File: config.mk
export PLATFORM = sky130hd
export DESIGN_NAME = cr16_multicycle_core_flat
export DESIGN_NICKNAME = d
export VERILOG_FILES = /design/src/rtl/cr16_pkg.sv /design/src/rtl/cr16_if.sv /design/src/rtl/cr16_alu_unit.sv /design/src/rtl/cr16_multicycle_core.sv /design/src/flat_wrapper.sv
export SDC_FILE = /design/constraint.sdc
export NUM_CORES = 1
export LEC_CHECK = 0
export CORE_MARGIN = 2
export CORE_UTILIZATION = 40
export DETAILED_ROUTE_END_ITERATION = 10
export PLACE_DENSITY = 0.54
export SLEW_MARGIN = 5
export SYNTH_ARGS = -nofsm -noshare
export SYNTH_HDL_FRONTEND = slang
export SYNTH_SLANG_ARGS = --single-unit
File: constraint.sdc
create_clock -name clk -period 17.1 [get_ports clk]
set_clock_uncertainty 0.2 [all_clocks]
set_input_delay 5.13 -clock clk [delete_from_list [all_inputs] [get_ports clk]]
set_output_delay 5.13 -clock clk [all_outputs]
set_load 0.01 [all_outputs]
File: src/rtl/cr16_pkg.sv
// Shared definitions for the CR16-subset multicycle execute core:
// FSM states, opcode/extension encodings, flag bit positions and ALU selects.
package cr16_pkg;

  typedef enum logic [1:0] {
    ST_IDLE   = 2'd0,
    ST_DECODE = 2'd1,
    ST_EXEC   = 2'd2,
    ST_WB     = 2'd3
  } state_t;

  typedef enum logic [2:0] {
    ALU_ADD  = 3'd0,
    ALU_SUB  = 3'd1,
    ALU_AND  = 3'd2,
    ALU_OR   = 3'd3,
    ALU_XOR  = 3'd4,
    ALU_MOVB = 3'd5,
    ALU_SHL  = 3'd6,
    ALU_SHR  = 3'd7
  } alu_op_t;

  // Which flag group an instruction updates at writeback
  typedef enum logic [1:0] {
    FU_NONE  = 2'd0,
    FU_ARITH = 2'd1,
    FU_CMP   = 2'd2
  } flag_upd_t;

  localparam logic [3:0] OP_RR    = 4'h0;
  localparam logic [3:0] OP_SHIFT = 4'h8;
  localparam logic [3:0] OP_LDX   = 4'hF;

  // Register-form extension codes; the I-form reuses the same values as op
  localparam logic [3:0] EXT_ADD = 4'h5;
  localparam logic [3:0] EXT_SUB = 4'h9;
  localparam logic [3:0] EXT_CMP = 4'hB;
  localparam logic [3:0] EXT_AND = 4'h1;
  localparam logic [3:0] EXT_OR  = 4'h2;
  localparam logic [3:0] EXT_XOR = 4'h3;
  localparam logic [3:0] EXT_MOV = 4'hD;
  localparam logic [3:0] EXT_LSH = 4'h4;

  localparam int FLAG_C = 4;
  localparam int FLAG_L = 3;
  localparam int FLAG_F = 2;
  localparam int FLAG_Z = 1;
  localparam int FLAG_N = 0;

  // True for the seven ALU codes shared by the RR and I forms
  function automatic logic is_alu_code(input logic [3:0] code);
    case (code)
      EXT_ADD, EXT_SUB, EXT_CMP, EXT_AND, EXT_OR, EXT_XOR, EXT_MOV: is_alu_code = 1'b1;
      default: is_alu_code = 1'b0;
    endcase
  endfunction

  // Arithmetic immediates are sign-extended, logical/move immediates zero-extended
  function automatic logic uses_sext(input logic [3:0] code);
    case (code)
      EXT_ADD, EXT_SUB, EXT_CMP: uses_sext = 1'b1;
      default: uses_sext = 1'b0;
    endcase
  endfunction

endpackage

File: src/rtl/cr16_if.sv
// Instruction handshake and retire/status bus of the CR16 execute core.
// master: instruction source (fetch unit / harness); slave: the core.
interface cr16_if #(
  parameter int DATA_W = 16
);
  logic [15:0]       instr;
  logic              instr_valid;
  logic              instr_ready;
  logic [DATA_W-1:0] in_data;
  logic              done;
  logic              err;
  logic [4:0]        flags;

  modport master (
    output instr, instr_valid, in_data,
    input  instr_ready, done, err, flags
  );

  modport slave (
    input  instr, instr_valid, in_data,
    output instr_ready, done, err, flags
  );
endinterface

File: src/rtl/cr16_alu_unit.sv
// Combinational ALU of the CR16 core: add/sub with carry and overflow,
// bitwise ops, move, logical shifts and compare bits of a against b.
module cr16_alu_unit
  import cr16_pkg::*;
#(
  parameter int DATA_W = 16
) (
  input  alu_op_t           op,
  input  logic [DATA_W-1:0] a,
  input  logic [DATA_W-1:0] b,
  input  logic [4:0]        shamt,
  output logic [DATA_W-1:0] result,
  output logic              carry,
  output logic              overflow,
  output logic              eq,
  output logic              lt_u,
  output logic              lt_s
);
  logic [DATA_W:0] sum;
  logic [DATA_W:0] diff;

  assign sum  = {1'b0, a} + {1'b0, b};
  assign diff = {1'b0, a} - {1'b0, b};

  assign eq   = (a == b);
  assign lt_u = (a < b);
  assign lt_s = ($signed(a) < $signed(b));

  // Result select; shifts by at least DATA_W naturally produce zero
  always_comb begin
    result   = '0;
    carry    = 1'b0;
    overflow = 1'b0;
    case (op)
      ALU_ADD: begin
        result   = sum[DATA_W-1:0];
        carry    = sum[DATA_W];
        overflow = (a[DATA_W-1] == b[DATA_W-1]) && (sum[DATA_W-1] != a[DATA_W-1]);
      end
      ALU_SUB: begin
        result   = diff[DATA_W-1:0];
        carry    = diff[DATA_W];
        overflow = (a[DATA_W-1] != b[DATA_W-1]) && (diff[DATA_W-1] != a[DATA_W-1]);
      end
      ALU_AND:  result = a & b;
      ALU_OR:   result = a | b;
      ALU_XOR:  result = a ^ b;
      ALU_MOVB: result = b;
      ALU_SHL:  result = a << shamt;
      ALU_SHR:  result = a >> shamt;
      default:  result = '0;
    endcase
  end
endmodule

File: src/rtl/cr16_multicycle_core.sv
// CR16-subset multicycle execute core: register file, decode, immediate
// extension and the IDLE/DECODE/EXEC/WB control FSM around cr16_alu_unit.
// Optional feature macro CR16_FLAGS_EN: when defined, the {C,L,F,Z,N}
// status register exists and is updated at writeback; otherwise flags=0
// and compares retire as no-ops.
module cr16_multicycle_core
  import cr16_pkg::*;
#(
  parameter int DATA_W   = 16,
  parameter int NUM_REGS = 16
) (
  input  logic              clk,
  input  logic              reset,
  cr16_if.slave             bus,
  input  logic [3:0]        dbg_addr,
  output logic [DATA_W-1:0] dbg_data
);
  state_t state, state_next;
  logic   ready_q, done_q, err_q;

  logic [15:0]       instr_q;
  logic [DATA_W-1:0] in_data_q;
  logic [DATA_W-1:0] regs [NUM_REGS];

  // Instruction fields
  logic [3:0] op, rd, ext, rs;
  logic [7:0] imm;
  assign op  = instr_q[15:12];
  assign rd  = instr_q[11:8];
  assign ext = instr_q[7:4];
  assign rs  = instr_q[3:0];
  assign imm = instr_q[7:0];

  logic              rd_ok, rs_ok;
  logic [DATA_W-1:0] rd_val, rs_val, imm_sext, imm_zext;
  assign rd_ok    = (int'(rd) < NUM_REGS);
  assign rs_ok    = (int'(rs) < NUM_REGS);
  assign rd_val   = rd_ok ? regs[rd] : '0;
  assign rs_val   = rs_ok ? regs[rs] : '0;
  assign imm_sext = {{(DATA_W-8){imm[7]}}, imm};
  assign imm_zext = {{(DATA_W-8){1'b0}}, imm};

  // Decode results
  logic              dec_illegal, dec_we, alu_form;
  flag_upd_t         dec_fu;
  alu_op_t           dec_alu;
  logic [DATA_W-1:0] dec_b;
  logic [4:0]        dec_shamt, lsh_amt;
  logic [3:0]        code;

  // Latched operands/control (DECODE) and results (EXEC)
  logic [DATA_W-1:0] a_q, b_q, result_q;
  logic [4:0]        shamt_q;
  alu_op_t           alu_op_q;
  flag_upd_t         fu_q;
  logic              we_q, illegal_q;
  logic [3:0]        rd_q;

  logic [DATA_W-1:0] alu_result;
  logic              alu_carry, alu_ovf, alu_eq, alu_lt_u, alu_lt_s;

  cr16_alu_unit #(.DATA_W(DATA_W)) u_alu (
    .op       (alu_op_q),
    .a        (a_q),
    .b        (b_q),
    .shamt    (shamt_q),
    .result   (alu_result),
    .carry    (alu_carry),
    .overflow (alu_ovf),
    .eq       (alu_eq),
    .lt_u     (alu_lt_u),
    .lt_s     (alu_lt_s)
  );

  // Next-state logic: one instruction walks IDLE->DECODE->EXEC->WB
  always_comb begin
    state_next = state;
    case (state)
      ST_IDLE: begin
        if (bus.instr_valid) state_next = ST_DECODE;
        else                 state_next = ST_IDLE;
      end
      ST_DECODE: state_next = ST_EXEC;
      ST_EXEC:   state_next = ST_WB;
      ST_WB:     state_next = ST_IDLE;
      default:   state_next = ST_IDLE;
    endcase
  end

  // State register and registered ready/done/err derived from the next state
  always_ff @(posedge clk or posedge reset) begin
    if (reset) begin
      state   <= ST_IDLE;
      ready_q <= 1'b1;
      done_q  <= 1'b0;
      err_q   <= 1'b0;
    end else begin
      state   <= state_next;
      ready_q <= (state_next == ST_IDLE);
      done_q  <= (state_next == ST_WB);
      err_q   <= (state_next == ST_WB) && illegal_q;
    end
  end

  assign bus.instr_ready = ready_q;
  assign bus.done        = done_q;
  assign bus.err         = err_q;

  // Capture instruction and external data on accept; later changes are ignored
  always_ff @(posedge clk or posedge reset) begin
    if (reset) begin
      instr_q   <= 16'h0000;
      in_data_q <= '0;
    end else if (state == ST_IDLE && bus.instr_valid) begin
      instr_q   <= bus.instr;
      in_data_q <= bus.in_data;
    end
  end

  // Instruction decode: legality, ALU select, B operand and shift amount
  always_comb begin
    dec_illegal = 1'b1;
    dec_we      = 1'b0;
    dec_fu      = FU_NONE;
    dec_alu     = ALU_MOVB;
    dec_b       = rs_val;
    dec_shamt   = 5'd0;
    alu_form    = 1'b0;
    code        = EXT_MOV;
    lsh_amt     = rs_val[4:0];
    case (op)
      OP_RR: begin
        if (is_alu_code(ext)) begin
          alu_form    = 1'b1;
          code        = ext;
          dec_illegal = !(rd_ok && rs_ok);
        end else begin
          dec_illegal = 1'b1;
        end
      end
      OP_SHIFT: begin
        dec_we = 1'b1;
        if (ext == EXT_LSH) begin
          // Register shift: low five bits of rs are a signed count, negative = right
          dec_illegal = !(rd_ok && rs_ok);
          if (lsh_amt[4]) begin
            dec_alu   = ALU_SHR;
            dec_shamt = 5'd0 - lsh_amt;
          end else begin
            dec_alu   = ALU_SHL;
            dec_shamt = lsh_amt;
          end
        end else if (ext[3:1] == 3'b000) begin
          dec_illegal = !rd_ok;
          dec_shamt   = {1'b0, rs};
          if (ext[0]) dec_alu = ALU_SHR;
          else        dec_alu = ALU_SHL;
        end else begin
          dec_illegal = 1'b1;
        end
      end
      OP_LDX: begin
        dec_illegal = !rd_ok;
        dec_we      = 1'b1;
        dec_alu     = ALU_MOVB;
        dec_b       = in_data_q;
      end
      default: begin
        if (is_alu_code(op)) begin
          alu_form    = 1'b1;
          code        = op;
          dec_illegal = !rd_ok;
          dec_b       = uses_sext(op) ? imm_sext : imm_zext;
        end else begin
          dec_illegal = 1'b1;
        end
      end
    endcase
    if (alu_form) begin
      case (code)
        EXT_ADD: begin dec_alu = ALU_ADD;  dec_we = 1'b1; dec_fu = FU_ARITH; end
        EXT_SUB: begin dec_alu = ALU_SUB;  dec_we = 1'b1; dec_fu = FU_ARITH; end
        EXT_CMP: begin dec_alu = ALU_SUB;  dec_we = 1'b0; dec_fu = FU_CMP;   end
        EXT_AND: begin dec_alu = ALU_AND;  dec_we = 1'b1; end
        EXT_OR:  begin dec_alu = ALU_OR;   dec_we = 1'b1; end
        EXT_XOR: begin dec_alu = ALU_XOR;  dec_we = 1'b1; end
        EXT_MOV: begin dec_alu = ALU_MOVB; dec_we = 1'b1; end
        default: dec_illegal = 1'b1;
      endcase
    end else begin
      code = EXT_MOV;
    end
  end

  // Latch operands and control at the end of DECODE; illegal ops lose all side effects
  always_ff @(posedge clk or posedge reset) begin
    if (reset) begin
      a_q       <= '0;
      b_q       <= '0;
      shamt_q   <= 5'd0;
      alu_op_q  <= ALU_ADD;
      fu_q      <= FU_NONE;
      we_q      <= 1'b0;
      illegal_q <= 1'b0;
      rd_q      <= 4'd0;
    end else if (state == ST_DECODE) begin
      a_q       <= rd_val;
      b_q       <= dec_b;
      shamt_q   <= dec_shamt;
      alu_op_q  <= dec_alu;
      fu_q      <= dec_illegal ? FU_NONE : dec_fu;
      we_q      <= dec_we && !dec_illegal;
      illegal_q <= dec_illegal;
      rd_q      <= rd;
    end
  end

  // Latch the ALU result at the end of EXEC
  always_ff @(posedge clk or posedge reset) begin
    if (reset) begin
      result_q <= '0;
    end else if (state == ST_EXEC) begin
      result_q <= alu_result;
    end
  end

  // Register file: cleared by reset, written at the edge that ends WB
  always_ff @(posedge clk or posedge reset) begin
    if (reset) begin
      for (int i = 0; i < NUM_REGS; i++) regs[i] <= '0;
    end else if (state == ST_WB && we_q) begin
      regs[rd_q] <= result_q;
    end
  end

  assign dbg_data = (int'(dbg_addr) < NUM_REGS) ? regs[dbg_addr] : '0;

`ifdef CR16_FLAGS_EN
  logic [4:0] flags_q, flags_nxt_q, flags_calc;

  // Next-flag computation: arithmetic sets C/F, compare sets Z/L/N, others hold
  always_comb begin
    flags_calc = flags_q;
    case (fu_q)
      FU_ARITH: begin
        flags_calc[FLAG_C] = alu_carry;
        flags_calc[FLAG_F] = alu_ovf;
      end
      FU_CMP: begin
        flags_calc[FLAG_Z] = alu_eq;
        flags_calc[FLAG_L] = alu_lt_u;
        flags_calc[FLAG_N] = alu_lt_s;
      end
      default: flags_calc = flags_q;
    endcase
  end

  // Latch next flags in EXEC and commit them at the edge that ends WB
  always_ff @(posedge clk or posedge reset) begin
    if (reset) begin
      flags_q     <= 5'd0;
      flags_nxt_q <= 5'd0;
    end else begin
      if (state == ST_EXEC) flags_nxt_q <= flags_calc;
      if (state == ST_WB)   flags_q     <= flags_nxt_q;
    end
  end

  assign bus.flags = flags_q;
`else
  // Without a status register the compare bits and flag-group select are dropped
  logic unused_flag_inputs;
  assign unused_flag_inputs = ^{alu_carry, alu_ovf, alu_eq, alu_lt_u, alu_lt_s, fu_q};
  assign bus.flags = 5'd0;
`endif

endmodule

File: src/flat_wrapper.sv
// flat-port wrapper written by rule: the top's interface ports become plain ports
module cr16_multicycle_core_flat import cr16_pkg::*;
#(
  parameter int DATA_W   = 16,
  parameter int NUM_REGS = 16
)
  (clk, reset, dbg_addr, dbg_data, bus_instr, bus_instr_valid, bus_in_data, bus_instr_ready, bus_done, bus_err, bus_flags);
  cr16_if #(.DATA_W(DATA_W)) bus_i ();
  input  logic clk;
  input  logic reset;
  input  logic [3:0] dbg_addr;
  output logic [DATA_W-1:0] dbg_data;
  input wire logic [$bits(bus_i.instr)-1:0] bus_instr;
  input wire logic [$bits(bus_i.instr_valid)-1:0] bus_instr_valid;
  input wire logic [$bits(bus_i.in_data)-1:0] bus_in_data;
  output wire logic [$bits(bus_i.instr_ready)-1:0] bus_instr_ready;
  output wire logic [$bits(bus_i.done)-1:0] bus_done;
  output wire logic [$bits(bus_i.err)-1:0] bus_err;
  output wire logic [$bits(bus_i.flags)-1:0] bus_flags;
  assign bus_i.instr = bus_instr;
  assign bus_i.instr_valid = bus_instr_valid;
  assign bus_i.in_data = bus_in_data;
  assign bus_instr_ready = bus_i.instr_ready;
  assign bus_done = bus_i.done;
  assign bus_err = bus_i.err;
  assign bus_flags = bus_i.flags;
  cr16_multicycle_core #(.DATA_W(DATA_W), .NUM_REGS(NUM_REGS)) u_core (.clk(clk), .reset(reset), .bus(bus_i), .dbg_addr(dbg_addr), .dbg_data(dbg_data));
endmodule
== Yosys cells after proc, flatten, opt, wreduce, memory -nomap -nowiden ==
Index checks and enable logic that the tools add are counted.
Widths: inputs -> output; s select.
Storage, ports and cells
  bits in read-only memories: 0
  output and inout bits: 24
  register bits after elaboration: 355
  bits in writable memories: 0
  bits in latches: 0
  memories kept: 0
Operators by class
  div/mod/pow operators: 0
  bitwise gates (word level): 7
  shift-type cells: 2
  add/subtract/negate cells: 3
  $lt $le $gt $ge: 5
  reductions and logical operators: 20
  eq/ne operators: 35
  $mul: 0
  multiplexer cells: 52
Operator list (count)
  $bwmux 256: 1
  $bmux 16 s4: 3
  $mux 16: 9
  $pmux 16 s8: 1
  $demux 16 s4: 1
  $eq 4x4->1 const B: 11
  $pmux 16 s2: 1
  $eq 4x2->1 const B: 6
  $reduce_or 7->1: 3
  $ge 5x5->1 const B: 4
  $mux 1: 20
  $not 4->5: 4
  $pmux 3 s6: 1
  $add 16x16->16: 1
  $and 16x16->16: 1
  $eq 4x3->1 const B: 4
  $or 16x16->16: 1
  $shl 16x5->16: 1
  $shr 16x5->16: 1
  $sub 16x16->16: 1
  $xor 16x16->16: 1
  $mux 5: 3
  $eq 3x3->1 const B: 4
  $eq 4x1->1 const B: 3
  20 further kinds: 38

== Depth between registers and ports, before layout ==
  depth after elaboration: 12
  mapped depth: 15

== Modules after synthesis ==
From an unflattened synthesis, not the netlist that was laid out.
Unflattened totals
  cell total of the unflattened synthesis: 1861
  area, all modules: 23862.9 µm²
By module, submodules not included
  cr16_multicycle_core: cells an instance 1259, seq. area each 8884.8 µm², instances 1, area an instance 19672.6 µm²
  cr16_alu_unit: cells an instance 602, seq. area each 0.0 µm², instances 1, area an instance 4190.3 µm²

== Least setup slack after synthesis ==
Ideal clock, no wire load.
  kind: input to output
  from: input port dbg_addr[0]
  to: output port dbg_data[10]
  slack: 4.834 ns
  stages on the path: 4
  data arrival time: 6.936 ns
  path through: buf_2 buf_1 mux4_2 mux4_2
Between the ends
  longest elaborated chain between the ends: 4
Ends and longest elaborated chain
  from (decl): line flat_wrapper.sv:11  | input logic [3:0] dbg_addr;
  $not 4->5 (not written as such): line cr16_multicycle_core.sv:236  | assign dbg_data = (int'(dbg_addr) < NUM_REGS) ? regs[dbg_addr] : '0;
  $bmux 16 s4: line cr16_multicycle_core.sv:236
  $mux 16 (not written as such) (2 in a row): line cr16_multicycle_core.sv:236
  to (decl): line flat_wrapper.sv:12  | output logic [DATA_W-1:0] dbg_data;
No other way between the ends. The select of a mux whose other input is x is not followed.

== Worst setup path after layout ==
  from: input port dbg_addr[0]
  to: output port dbg_data[1]
The elaborated chain is that of the path after synthesis.

==> results.tsv <==
metric	value	unit
run status	finished, final reports clean	
post-synth top area share	38.6	%
clock group share of total power	21.4	%
Synth Area in Compound Gates	7.81	%
sequential-to-total area share from yosys stat	38.7	%
number of routed nets with antenna violations	0	
type of element launching the critical path	input pin	
number of standard-cell rows in the floorplan	87	
fraction of power consumed by sequential logic	35.7	%
Inserted Clock Buffers	41	
cell type with the largest total area after synthesis	dfrtp_1	
total global routing track utilization	23.7	%
iteration-0 DRC count of the detailed router	1440	
most used flip-flop cell after synthesis	dfrtp_1	
global route total overflow	0	
leakage dissipation	10.8	nW
Sum Neg Setup Slack	0	ps
critical path's slowest cell	buf_4	
clock tree root driver cell	clkbuf_16	
Die Width	244	um
xor-xnor portion of the synthesized cell area	0.953	%
number of distinct library cells after synthesis	70	
Placeable Area	56600	um2
overall power	4.60	mW
non-filler instance count after layout	2487	
number of H-tree branching levels	2	
worst hold-check path type	reg -> reg	
total detailed-routing wirelength	69.3	mm
vias in the first global route	16000	
post-synthesis cell area	23000	um2
total DRC errors in the routed layout	0	
initial antenna violation count	1	
required time of the worst setup path	11770	ps
area share of and/or/nand/nor cells after synthesis	4.48	%
RSZ-0062 raised after global routing	no	
hold violation count in the final report	0	
maximum clock path buffer count	3	
number of I/O port buffers	57	
die height	244	um
yosys warns	0	
clock input transition at the sequential cells of the worst setup and hold paths	50	ps
Pwr per Cell Area	179	nW/um2
DRT Pass-1 Iters	5	
number of placed instances with taps included	2413	
top cells by count, synth	dfrtp_1 (354), mux2_2 (315), mux4_2 (246)	
P_sw	1.84	mW
post-layout net count	1794	
number of fill cells in the layout	5122	
PostCTS Resize Cnt	0	
pre-CTS setup slack	3720	ps
total via count in the routed design	15900	
Max-Cap Viols	0	
area used by multi-input combinational logic	13300	um2
worst slew pin tran	1070	ps
final cycle utilization of the critical path	77.8	%
Design Area, Final	25700	um2
async set or reset register ratio after synthesis	100	%
combinational family with the most area after synthesis	multiplexers	
adder-cell area share of the yosys netlist	3.03	%
number of setup violations in the final report	0	
Final Max Slew Viols	0	
post-route core utilization	45.3	%
area enclosed by the die boundary	59300	um2
synth-to-layout area growth	11.7	%
worst path cell trace	buf_4 > buf_4 > mux4_2 > mux4_2 > clkdlybuf4s50_1	
fraction of layout instances using a drive strength above 1	39.9	%
detailed-route wire length per cell	27.9	um
leading cell types by total area after synthesis	dfrtp_1 (39%), mux4_2 (24%), mux2_2 (15%)	
HPWL reported at the end of detailed placement	45.1	mm
Crit. End Element	output pin	
switching share of total power	40.1	%
standard cell area after detailed placement	24200	um2
share of power burned in combinational logic	42.9	%
class of the most critical setup path	in -> out	
longest individual stage delay on the worst path	610	ps
number of enable-type register cells in the synthesized netlist	0	
Peak Freq	75.2	MHz
via-per-instance ratio	6.39	
sequential cell area in the final layout	8900	um2
clock period minus final worst setup slack	13300	ps
clock tree from TritonCTS	built	
Internal Pwr Total	2.75	mW
number of instances in the synthesized netlist	1714	
global-route wire length before repair	106	mm
final setup margin	3800	ps
largest net degree at the start of global routing	102	
number of flip-flops and latches in the synthesized netlist	355	
Crit path arrival time	7970	ps
Worst Path Max Fanout	36	
latest clock arrival within the worst-skew pair	560	ps
library cell with the highest instance count after synthesis	dfrtp_1	
hold buffer count at CTS	0	
Max transition margin	27.7	%
mux share of post-synthesis cell area	41.3	%
final RePlAce weighted congestion	0.900	
buffer count from post-CTS setup fixing	0	
syn_area_per_cell	13.4	um2
WHS	307	ps
number of sinks on the clock net	355	
IR Drop Worst-Case VDD	0.0000824	V
I/O Pins	63	
initial core utilization	40.6	%
-- path summary, 6_finish.rpt --
check,startpoint,depth (start not counted),slack [ps],end
max,dbg_addr[0],5,3800,dbg_data[1]
min,u_core.instr_q[3],1,310,u_core.instr_q[3]
max reg2reg,u_core.b_q[2],11,12750,u_core.result_q[14]
min reg2reg,u_core.instr_q[3],1,310,u_core.instr_q[3]
max in group asynchronous,reset,4,9410,u_core.shamt_q[0]
min in group asynchronous,reset,2,4870,u_core.regs[92]
-- cells in the final DEF, fill, tap and decap left out, types with 5 or more instances in the layout --
master	synthesis	final
dfrtp_1	354	348
mux2_2	315	315
mux4_2	246	246
nand2_1	80	79
a21oi_1	64	64
nor2_1	69	60
o21ai_0	57	57
ha_1	54	53
clkdlybuf4s50_1	0	53
inv_1	49	48
clkbuf_16	0	41
buf_4	8	32
a221oi_1	25	25
xnor2_1	20	20
mux2i_1	15	15
nor3_1	16	15
a22oi_1	14	14
nand3_1	11	11
nand2b_1	11	11
and2_1	10	10
clkbuf_8	0	10
mux4_1	9	9
a32oi_1	9	9
nor2_4	0	9
bufinv_16	0	9
or3_1	8	8
a21o_1	8	8
o22ai_1	8	8
a221o_1	8	8
a31oi_1	7	7
o211ai_1	7	7
a211oi_1	7	7
o221ai_1	7	7
clkinv_2	0	7
xor2_1	5	5
conb_1	1	5
-- state kept, by name (all words and copies together), names as in the netlist --
name and count:
u_core.a_q 16, u_core.state 2, u_core.in_data_q 16, u_core.instr_q 16
u_core.result_q 16, u_core.b_q 16, u_core.regs 256, u_core.bus.done 1
u_core.rd_q 4, u_core.shamt_q 5, u_core.bus.instr_ready 1, u_core.bus.err 1
u_core.we_q 1, u_core.illegal_q 1, u_core.alu_op_q 3
-- critical path, delay by kind of cell --
kind	cells	cell delay, ps
mux	2	1120
buf+inv	3	1680
-- power groups by stage --
stage               Combinational (mW)  Sequential [mW]  Clock, mW
finish                            1.97             1.64      0.984
detailed placement                1.96             1.64          0
CTS                               1.97             1.63       1.01
floorplan                         1.61             1.35          0
global placement                  1.93             1.63          0
global route                      2.13             1.69       1.04
-- area by class of cell --
type,count,area share [%]
antenna,1,0.00975
clock buffer,54,4.58
clock inverter,19,1.28
inverter,53,0.805
multi-input combinational,1161,51.9
sequential,355,34.7
tap,756,3.69
timing repair buffer,88,3.06
-- routing by layer --
metal  share of wire (%)  vias up  wire length [um]  global-route usage [%]
met3                 5.9      115              4100                    3.98
met2                  49      604             33800                    38.5
li1                    -     6705                 -                       -
met1                  43     8471             29600                    32.7
met4                 2.6        2              1780                    6.90
met5               0.017        -                12                       0
-- logic make-up (layout without fill, tap and decap cells) --
logic type | Yosys count | in the layout
AO/OA/AOI/OAI | 265 | 265
XOR/XNOR | 25 | 25
adder cells (fa/ha/maj) | 55 | 55
buffers and inverters | 202 | 214
flip-flops | 355 | 355
multiplexers | 585 | 585
other | 1 | 6
AND/OR/NAND/NOR | 226 | 226
Power figures use the tool's default switching activity.
